## src/rtl/fr_ether100_tx.sv

```systemverilog
// 100 Mb/s MII transmitter: preamble, SFD, payload, zero pad, FCS, inter-frame gap.
// Nibble timing advances only on the TX_CLK edge strobe.
module fr_ether100_tx (
    input  logic        System_Clock,
    input  logic        Reset,
    input  logic        TxClk_Edge_at_System_Clock,
    input  logic        Frame_Start,
    input  logic [7:0]  Byte_Input,
    input  logic        Byte_Input_Last,
    output logic        Byte_Request_Strobe,
    output logic [3:0]  Tx_Data_nibble_output,
    output logic        Tx_En,
    output logic        Busy,
    output logic        Packet_Good_End,
    output logic        Packet_bad_End,
    output logic [31:0] CRC_out
);

    typedef enum logic [2:0] {
        IDLE, PREAMBLE, SFD, DATA, PAD, FCS, GAP
    } state_t;

    localparam logic [11:0] MIN_BYTES = 12'd60;
    localparam logic [11:0] MAX_BYTES = 12'd1514;

    state_t      state;
    logic [4:0]  cnt;
    logic [7:0]  byte_reg;
    logic        last_reg;
    logic        hi_phase;
    logic [11:0] byte_cnt;
    logic        good_pend;
    logic        bad_pend;
    logic [7:0]  src_byte;
    logic        src_last;
    logic [3:0]  nib;

    function automatic logic [31:0] crc_nibble(input logic [31:0] c,
                                               input logic [3:0] d);
        logic [31:0] r;
        r = c;
        for (int i = 0; i < 4; i++)
            r = (r >> 1) ^ ((r[0] ^ d[i]) ? 32'hEDB88320 : 32'h0);
        return r;
    endfunction

    // A byte can be consumed in the same cycle it is being captured.
    assign src_byte = Byte_Request_Strobe ? Byte_Input : byte_reg;
    assign src_last = Byte_Request_Strobe ? Byte_Input_Last : last_reg;
    assign nib      = hi_phase ? src_byte[7:4] : src_byte[3:0];
    assign Busy     = (state != IDLE);

    always_ff @(posedge System_Clock or posedge Reset) begin
        if (Reset) begin
            state                 <= IDLE;
            cnt                   <= '0;
            byte_reg              <= '0;
            last_reg              <= 1'b0;
            hi_phase              <= 1'b0;
            byte_cnt              <= '0;
            good_pend             <= 1'b0;
            bad_pend              <= 1'b0;
            Byte_Request_Strobe   <= 1'b0;
            Tx_Data_nibble_output <= '0;
            Tx_En                 <= 1'b0;
            Packet_Good_End       <= 1'b0;
            Packet_bad_End        <= 1'b0;
            CRC_out               <= 32'hFFFFFFFF;
        end else begin
            Byte_Request_Strobe <= 1'b0;
            Packet_Good_End     <= 1'b0;
            Packet_bad_End      <= 1'b0;
            if (Byte_Request_Strobe) begin
                byte_reg <= Byte_Input;
                last_reg <= Byte_Input_Last;
                byte_cnt <= (byte_cnt == 12'hFFF) ? byte_cnt : byte_cnt + 12'd1;
            end
            if (state == IDLE) begin
                if (Frame_Start) begin
                    state <= PREAMBLE;
                    cnt   <= '0;
                end
            end else if (TxClk_Edge_at_System_Clock) begin
                unique case (state)
                    PREAMBLE: begin
                        Tx_En                 <= 1'b1;
                        Tx_Data_nibble_output <= 4'h5;
                        cnt                   <= cnt + 5'd1;
                        if (cnt == 5'd14)
                            state <= SFD;
                    end
                    SFD: begin
                        Tx_Data_nibble_output <= 4'hD;
                        CRC_out               <= 32'hFFFFFFFF;
                        Byte_Request_Strobe   <= 1'b1;
                        hi_phase              <= 1'b0;
                        byte_cnt              <= '0;
                        state                 <= DATA;
                    end
                    DATA: begin
                        Tx_Data_nibble_output <= nib;
                        CRC_out               <= crc_nibble(CRC_out, nib);
                        hi_phase              <= ~hi_phase;
                        if (hi_phase) begin
                            if (src_last) begin
                                state <= (byte_cnt < MIN_BYTES) ? PAD : FCS;
                                cnt   <= '0;
                            end else if (byte_cnt >= MAX_BYTES) begin
                                state    <= GAP;
                                cnt      <= '0;
                                bad_pend <= 1'b1;
                            end else begin
                                Byte_Request_Strobe <= 1'b1;
                            end
                        end
                    end
                    PAD: begin
                        Tx_Data_nibble_output <= 4'h0;
                        CRC_out               <= crc_nibble(CRC_out, 4'h0);
                        hi_phase              <= ~hi_phase;
                        if (hi_phase) begin
                            byte_cnt <= byte_cnt + 12'd1;
                            if (byte_cnt >= MIN_BYTES - 12'd1) begin
                                state <= FCS;
                                cnt   <= '0;
                            end
                        end
                    end
                    FCS: begin
                        Tx_Data_nibble_output <= ~CRC_out[{cnt[2:0], 2'b00} +: 4];
                        cnt                   <= cnt + 5'd1;
                        if (cnt == 5'd7) begin
                            state     <= GAP;
                            cnt       <= '0;
                            good_pend <= 1'b1;
                        end
                    end
                    GAP: begin
                        Tx_En                 <= 1'b0;
                        Tx_Data_nibble_output <= 4'h0;
                        Packet_Good_End       <= good_pend;
                        Packet_bad_End        <= bad_pend;
                        good_pend             <= 1'b0;
                        bad_pend              <= 1'b0;
                        cnt                   <= cnt + 5'd1;
                        if (cnt == 5'd23)
                            state <= IDLE;
                    end
                    default: state <= IDLE;
                endcase
            end
        end
    end

endmodule

```

## config.mk

```make
export PLATFORM = sky130hd
export DESIGN_NAME = fr_ether100_tx
export DESIGN_NICKNAME = d
export VERILOG_FILES = /design/src/rtl/fr_ether100_tx.sv
export SDC_FILE = /design/constraint.sdc
export NUM_CORES = 1
export LEC_CHECK = 0
export CAP_MARGIN = 10
export CORE_MARGIN = 2
export CORE_UTILIZATION = 32
export CTS_BUF_LIST = sky130_fd_sc_hd__clkbuf_8
export DETAILED_ROUTE_END_ITERATION = 16
export GPL_ROUTABILITY_DRIVEN = 0
export RECOVER_POWER = 100
export SLEW_MARGIN = 15
export SYNTH_ARGS = -nofsm -noshare
export SYNTH_HDL_FRONTEND = slang
export SYNTH_SLANG_ARGS = --single-unit
```

## constraint.sdc

```tcl
create_clock -name System_Clock -period 5.3 [get_ports System_Clock]
set_input_delay 1.59 -clock System_Clock [delete_from_list [all_inputs] [get_ports System_Clock]]
set_output_delay 1.59 -clock System_Clock [all_outputs]
set_load 0.05 [all_outputs]
```

# Word-level counts from Yosys, hierarchy flattened
# Cells that the tools add are included.
# Widths: inputs -> output; s select.
# classes
n_addsub	2
multipliers	0
div_mod_pow	0
magnitude_cmp	3
eq_ne	22
shifts	1
muxes	62
bitwise	15
n_reduce_logical	21
# op_table
operator	n
$mux 32	8
$xor 31x32->32	8
$pmux 32 s3	1
$mux 12	5
$mux 5	9
$mux 3	11
$shiftx 32x6->4	1
$pmux 12 s2	1
$pmux 4 s5	1
$pmux 5 s4	1
$ne 3x3->1 const B	6
$pmux 3 s6	1
$mux 1	17
$add 12x1->12 const B	1
$eq 12x12->1 const B	1
$ge 12x11->1 const B	1
$ge 12x6->1 const B	1
$lt 12x6->1 const B	1
$reduce_and 3->1	4
$ne 2x2->1 const B	5
$pmux 1 s2	5
$reduce_bool 2->1	5
$reduce_bool 5->1	2
$eq 3x3->1 const B	3
19 further kinds	27
# totals
register_bits	72
latch_bits	0
ram_bits	0
rom_bits	0
in_bits	13
elab_cells	140
memories	0

# Logic depth before layout (Yosys ltp)
# Gate-level depths: netlist (run 1).
# logic_depth
word_depth	15
mapped_depth	9
mapped_depth_nobuf	6

# Least setup slack after synthesis (run 1)
# OpenSTA, ideal clock, no wires.
# synth_timing
kind	input port to flip-flop
startpoint	input Byte_Input[6]
endpoint	register CRC_out[8]
arrival_ps	3278
setup_slack_ps	1918
stages	5
n_path_buf	0
path_cell_list	xor2_1 mux4_2 xnor2_2 mux2_2 a2111oi_2
# synth_between
elab_chain_len	7
# synth_lines
item	line_no	text
from (decl)	8	input logic [7:0] Byte_Input,
$mux 8	n/a	
$mux 4	50	assign nib = hi_phase ? src_byte[7:4] : src_byte[3:0];
$xor 1x1->1	43	r = (r >> 1) ^ ((r[0] ^ d[i]) ? 32'hEDB88320 : 32'h0);
$mux 32	43	
$xor 31x32->32 (2 in a row)	43	
$pmux 32 s3	84	unique case (state)
to (signal assigned)	102	CRC_out <= crc_nibble(CRC_out, nib);
to (signal assigned)	119	CRC_out <= crc_nibble(CRC_out, 4'h0);
to (decl)	16	output logic [31:0] CRC_out
# No other way between the ends.
# A chain may end at the register's enable or synchronous reset.

# Worst setup path after layout (run 1)
# layout_timing
startpoint	input TxClk_Edge_at_System_Clock
endpoint	register cnt[1]
# layout_between
elab_chain_len	2
# layout_lines
item	line_no	text
from (decl)	6	input logic TxClk_Edge_at_System_Clock,
$reduce_bool 2->1 (no source line)	n/a	
$reduce_and 7->1 (no source line)	n/a	
to (signal assigned)	88	cnt <= cnt + 5'd1;
to (signal assigned)	131	cnt <= cnt + 5'd1;
to (signal assigned)	145	cnt <= cnt + 5'd1;
to (decl)	27	logic [4:0] cnt;
# No other way between the ends.

==> impl_metrics.tcl, run 1 <==
set metrics [dict create \
    numCtsBuffers 9 \
    grt_first_pass_wirelength_mm 23.8 \
    startpoint_type "primary input" \
    most-common-layout-cells "sky130_fd_sc_hd__dlygate4sd3_1 (52), sky130_fd_sc_hd__nor2_1 (50), sky130_fd_sc_hd__dfrtp_1 (40), sky130_fd_sc_hd__a21oi_1 (40), sky130_fd_sc_hd__dfstp_2 (32)" \
    critical_path_required_ns 5.54 \
    drt-initial-drc-count 374 \
    synth-seq-area-share 0.359 \
    worst_path_dominant_cell_family "buffers and inverters" \
    power.net_switching_w 0.00224 \
    floorplan.die.width_um 131 \
    ys.warnings.count 0 \
    grt_usage 0.179 \
    die_height_um 131 \
    max_clock_freq_mhz 230 \
    timing.slew.headroom -0.582 \
    worst_pin_slew_ns 2.37 \
    fraction_of_power_consumed_by_the_clock_network 0.100 \
    synth_ff_type "sky130_fd_sc_hd__dfrtp_1" \
    drive_above_1_share 0.161 \
    violations "capacitance limit, slew limit" \
    critPathKind "in -> reg" \
    average_wire_length_per_cell_after_detail_routing_um 18.5 \
    syn-instance-count 539 \
    max-vdd-ir-drop_v 0.000396 \
    syn-cell-area_sq_um 5130 \
    clkLatencyLatePin_ns 0.35 \
    ctsRootBufferMaster "sky130_fd_sc_hd__clkbuf_8" \
    clkTransAtPathRegs_ns 0.08 \
    coreArea_sq_um 15800 \
    max_cap_violations 2 \
    worstSetupEndpointType "register" \
    finish.instance_area_sq_um 5990 \
    slowest_stage_cell_crit_path "sky130_fd_sc_hd__dlygate4sd3_1" \
    placedInstanceArea_sq_um 5830 \
    floorplan.initialDensity 0.326 \
    port_buffers 53 \
    row_count 46 \
    cts_max_level 3 \
    io_pins 54 \
    clock_net_sink_count 72 \
    n_antenna_cell 0 \
    fin_nets 587 \
    finalWorstPathRequiredPeriod_ns 4.35 \
    ant_nets 0 \
    largest_register_ff_count 32 \
    hpwlAfterDp_mm 10.4 \
    grt_start_max_net_pins 44 \
    drcViolationCount 0 \
    worst_hold_startpoint "Tx_Data_nibble_output[3]" \
    outcome "complete, but fails checks" \
    layout_commonest_cell "sky130_fd_sc_hd__dlygate4sd3_1" \
    post_cts_resize_count 0 \
    power.density_cell_area_nw_per_um2 741 \
    fin_worst_skew_ns 0.00823 \
    cp_num_buf_inv 2 \
    timing.critical_path.from "TxClk_Edge_at_System_Clock" \
    post_synth_edffs 0 \
    power.sequential.fraction 0.292 \
    synthesis.area_per_instance_sq_um 9.52 \
    finish.utilization 0.380 \
    critPathMaxFanout 16 \
    finalHoldViolations 0 \
    cpPeakStageDelay_ns 0.82 \
    vias_in_the_first_global_route 4430 \
    netSwitchingFraction 0.505 \
    synth_cell_type_count 73 \
    design.die.area_sq_um 17100 \
    worstPathArrival_ns 4.59 \
    overflow 0 \
    postSynthRegisterBits 72 \
    rsz0062_at_grt "no" \
    cts_tree "built" \
    comb_power_share 0.609 \
    route.vias.total 4475 \
    post-cts-setup-buffer-count 0 \
    initial_antenna_violation_count 0 \
    intPower_w 0.00220 \
    static-leakage-power_nw 2.24 \
    asyncSetResetFlopFracSynth 1.00 \
    final_min_period_over_clock_period 0.820 \
    regToRegStartpoint "state[1]" \
    number_of_max_slew_violations_in_the_final_report 74 \
    pre_repair_dr_iteration_count 5 \
    areaGrowthSynthToFinish_pct 16.6 \
    min-delay-path-class "reg -> reg" \
    mappedNetlistNets 555 \
    hold_bufs_at_cts 0 \
    clk_path_buf_depth 2 \
    n_fill_cell 1620 \
    finalSetupTns_ns 0 \
    detail_route.vias_per_cell 5.65 \
    path_cells "dlygate4sd3_1 > clkbuf_1 > nand2_1 > nand3_1 > o21ai_0 > nor3_1 > mux2_2" \
    setup_viol 0 \
    wirelength_mm 14.7 \
]
## power groups by stage
stage               sequential [W]  clock, W  combinational [W]
global route               0.00135  0.000472            0.00290
finish                     0.00129  0.000442            0.00270
global placement           0.00130         0            0.00269
detailed placement         0.00130         0            0.00273
CTS                        0.00130  0.000449            0.00275
floorplan                  0.00151         0            0.00180
## metrics by stage
step                      hold slack (ns)  worst slack, ns  total power, W  instances
after detailed placement            0.501             1.22         0.00404        776
after floorplan                     0.470             1.92         0.00331        539
final                               0.511            0.953         0.00444        792
after CTS                           0.520             1.33         0.00450        792
after global routing                0.545            0.784         0.00472        792
after global placement              0.500             1.32         0.00398        776
## synth_stat cells, types with 6 or more instances
cell type / count / share of area
sky130_fd_sc_hd__clkbuf_1: 20 / 0.015
sky130_fd_sc_hd__mux4_2: 13 / 0.057
sky130_fd_sc_hd__buf_2: 12 / 0.012
sky130_fd_sc_hd__dfstp_2: 32 / 0.16
sky130_fd_sc_hd__a21oi_1: 40 / 0.039
sky130_fd_sc_hd__or4_1: 6 / 0.0088
sky130_fd_sc_hd__mux2_2: 14 / 0.031
sky130_fd_sc_hd__nand3_1: 23 / 0.022
sky130_fd_sc_hd__nand2_1: 25 / 0.018
sky130_fd_sc_hd__xnor2_1: 29 / 0.049
sky130_fd_sc_hd__mux2i_1: 11 / 0.021
sky130_fd_sc_hd__o21a_1: 7 / 0.010
sky130_fd_sc_hd__a31oi_1: 9 / 0.011
sky130_fd_sc_hd__dfrtp_1: 40 / 0.19
sky130_fd_sc_hd__o211ai_1: 9 / 0.013
sky130_fd_sc_hd__o21ai_0: 25 / 0.024
sky130_fd_sc_hd__xor2_1: 22 / 0.038
sky130_fd_sc_hd__buf_1: 8 / 0.0058
sky130_fd_sc_hd__nor3_1: 11 / 0.011
sky130_fd_sc_hd__nor2_1: 50 / 0.037
sky130_fd_sc_hd__inv_1: 13 / 0.0095
## cell type report
class,instances,area (sq um),area share
inverter,14,52.6,0.00878
clock inverter,6,51.3,0.00857
timing repair buffer,63,583,0.0974
sequential,72,1840,0.308
clock buffer,10,138,0.0230
multi-input combinational,411,3050,0.510
tap,216,270,0.0451
## path summary, 6_finish.rpt
path,end,depth (start not counted),slack [ns]
worst max-delay path,cnt[1],7,0.95
worst min-delay path,Tx_Data_nibble_output[3],1,0.51
worst max register to register,CRC_out[7],6,1.81
worst min register to register,Tx_Data_nibble_output[3],1,0.51
max in group asynchronous,state[1],3,1.37
min in group asynchronous,byte_reg[1],3,2.32
## kinds of logic (layout without fill, tap and decap cells)
group | after synthesis | count (layout) | share of synthesized area
compound gates | 148 | 148 | 0.197
xor+xnor | 58 | 58 | 0.114
fa+ha+maj | 3 | 3 | 0.00731
buf+inv | 56 | 93 | 0.0461
flops | 72 | 72 | 0.359
mux | 39 | 39 | 0.114
simple gates | 163 | 163 | 0.163
## routing by layer
metal | wire length [um] | track usage | vias to the layer above
met1 | 6880 | 0.256 | 2253
met4 | 280 | 0.0676 | 0
met5 | 0 | 0 | -
met3 | 688 | 0.0269 | 15
li1 | - | - | 2068
met2 | 6810 | 0.276 | 139
No activity file was read; power rests on OpenSTA's default activity.
==> run 2, diff against run 1 <==
clock period = 3.7 ns   (was 5.3 ns; I/O delays follow)
==> run 2 against run 1 <==
Effect of this change:
- die area stayed put
- critical path type unchanged
- worst hold slack worse by 0.0037 ns
- setup slack lost 0.56 ns
- the run now ends clean
==> impl_metrics.tcl, run 2 (synthesis gave the netlist of run 1 again) <==
set metrics [dict create \
    outcome "completed" \
    numCtsBuffers 9 \
    clock_net_sink_count 72 \
    finalSetupTns_ns 0 \
    port_buffers 53 \
    critPathMaxFanout 14 \
    hold_bufs_at_cts 0 \
    cts_tree "built" \
    fin_nets 596 \
    finish.utilization 0.386 \
    clk_path_buf_depth 2 \
    grt_usage 0.180 \
    ant_nets 0 \
    cpPeakStageDelay_ns 0.80 \
    overflow 0 \
    areaGrowthSynthToFinish_pct 18.6 \
    worst_r2r_endpoint "CRC_out[20]" \
    worst_hold_startpoint "Tx_Data_nibble_output[3]" \
    min-delay-path-class "reg -> reg" \
    hpwlAfterDp_mm 10.4 \
    slowest_stage_cell_crit_path "sky130_fd_sc_hd__dlygate4sd3_1" \
    ctsRootBufferMaster "sky130_fd_sc_hd__clkbuf_8" \
    coreArea_sq_um 15800 \
    fin_worst_skew_ns 0.0134 \
    power.density_cell_area_nw_per_um2 1070 \
    timing.slew.headroom 0.0663 \
    detail_route.vias_per_cell 5.62 \
    rsz0062_at_grt "no" \
    most-common-layout-cells "sky130_fd_sc_hd__dlygate4sd3_1 (52), sky130_fd_sc_hd__nor2_1 (50), sky130_fd_sc_hd__dfrtp_1 (40), sky130_fd_sc_hd__a21oi_1 (40), sky130_fd_sc_hd__dfstp_2 (32)" \
    final_min_period_over_clock_period 0.893 \
    route.vias.total 4502 \
    drcViolationCount 0 \
    hold_path_cells 1 \
    totalPowerFinal_w 0.00650 \
    critical_path_required_ns 3.96 \
    pre_repair_dr_iteration_count 5 \
    finalWorstPathRequiredPeriod_ns 3.31 \
    max-vdd-ir-drop_v 0.000792 \
    static-leakage-power_nw 2.29 \
    clkLatencyLatePin_ns 0.37 \
    initial_antenna_violation_count 0 \
    clkTransAtPathRegs_ns 0.08 \
    setup_viol 0 \
    regToRegStartpoint "Byte_Request_Strobe" \
    design.die.area_sq_um 17100 \
    floorplan.die.width_um 131 \
    number_of_max_slew_violations_in_the_final_report 0 \
    timing.reg2reg.worst_path_depth 6 \
    max_cap_violations 0 \
    layout_commonest_cell "sky130_fd_sc_hd__dlygate4sd3_1" \
    worstPathArrival_ns 3.57 \
    worst_pin_slew_ns 1.40 \
    path_cells "dlygate4sd3_1 > clkbuf_1 > o21ai_0 > clkbuf_1 > a21oi_1 > o32a_1 > o311ai_0" \
    worst_path_dominant_cell_family "buffers and inverters" \
    grt_start_max_net_pins 37 \
    grt_first_pass_wirelength_mm 23.9 \
    max_clock_freq_mhz 303 \
    critPathKind "in -> reg" \
    io_pins 54 \
    cp_num_buf_inv 3 \
    n_antenna_cell 0 \
    drive_above_1_share 0.173 \
    die_height_um 131 \
    post_cts_resize_count 0 \
    row_count 46 \
    floorplan.initialDensity 0.326 \
    startpoint_type "primary input" \
    vias_in_the_first_global_route 4249 \
    drt-initial-drc-count 433 \
    dp_worst_setup_slack_ns 0.324 \
    finalHoldViolations 0 \
    cts_max_level 3 \
    average_wire_length_per_cell_after_detail_routing_um 18.4 \
    post-cts-setup-buffer-count 0 \
    largest_register_ff_count 32 \
    worstHoldEndpoint "Tx_Data_nibble_output[3]" \
    wirelength_mm 14.8 \
    postLayoutSetupSlackWorst_ns 0.394 \
    worstSetupEndpointType "register" \
    cpMostUsedCell "sky130_fd_sc_hd__clkbuf_1" \
    r2r_slack_ns 1.06 \
]
run 2: per-layer routing:
metal / part of all wire / vias up / global-route usage / wire [um]
met5: 0 / - / 0 / 0
met4: 0.024 / 0 / 0.0770 / 348
met3: 0.053 / 22 / 0.0212 / 777
met2: 0.46 / 173 / 0.271 / 6740
met1: 0.47 / 2222 / 0.262 / 6910
li1: - / 2085 / - / -
run 2: per-stage QoR:
| stage | std cells | cell area [sq um] | hold slack, ns |
|---|---|---|---|
| after floorplan | 539 | 5130 | 0.470 |
| after global placement | 785 | 5910 | 0.501 |
| after detailed placement | 785 | 5910 | 0.500 |
| after CTS | 801 | 6130 | 0.519 |
| after global routing | 801 | 6090 | 0.537 |
| final | 801 | 6090 | 0.507 |
run 2: worst reg2reg max path: stages, from the launching register on:
cell and delay, ns:
sky130_fd_sc_hd__dfrtp_1 0.54, sky130_fd_sc_hd__buf_4 0.25, sky130_fd_sc_hd__mux4_1 0.82, sky130_fd_sc_hd__xnor2_1 0.56, sky130_fd_sc_hd__nor2_1 0.10, sky130_fd_sc_hd__mux2i_1 0.14, sky130_fd_sc_hd__o311ai_0 0.14
run 2: cell type report:
cell class	count	area (sq um)
clock buffers	10	138
clock inverters	6	85.1
fillers	1592	9680
inverters	14	52.6
multi-input cells	411	3050
flip-flops and latches	72	1840
well taps	216	270
repair buffers	72	657
run 2: worst max path at each step:
stage / from / endpoint / slack (ns) / depth (start not counted)
2_1_floorplan: Byte_Input[6] / CRC_out[8] / 0.80 / 5
3_3_place_gp: Byte_Input[0] / CRC_out[18] / 0.39 / 6
3_5_place_dp: Byte_Input[0] / CRC_out[18] / 0.32 / 6
4_1_cts: CRC_out[0] / CRC_out[0] / 0.55 / 1
5_1_grt: TxClk_Edge_at_System_Clock / cnt[1] / 0.28 / 6
6_report: TxClk_Edge_at_System_Clock / CRC_out[20] / 0.39 / 7
run 2: power by group:
group          internal (W)  switching, W
clock              0.000396      0.000331
combinational       0.00166       0.00236
sequential          0.00122      0.000527
total               0.00328       0.00322
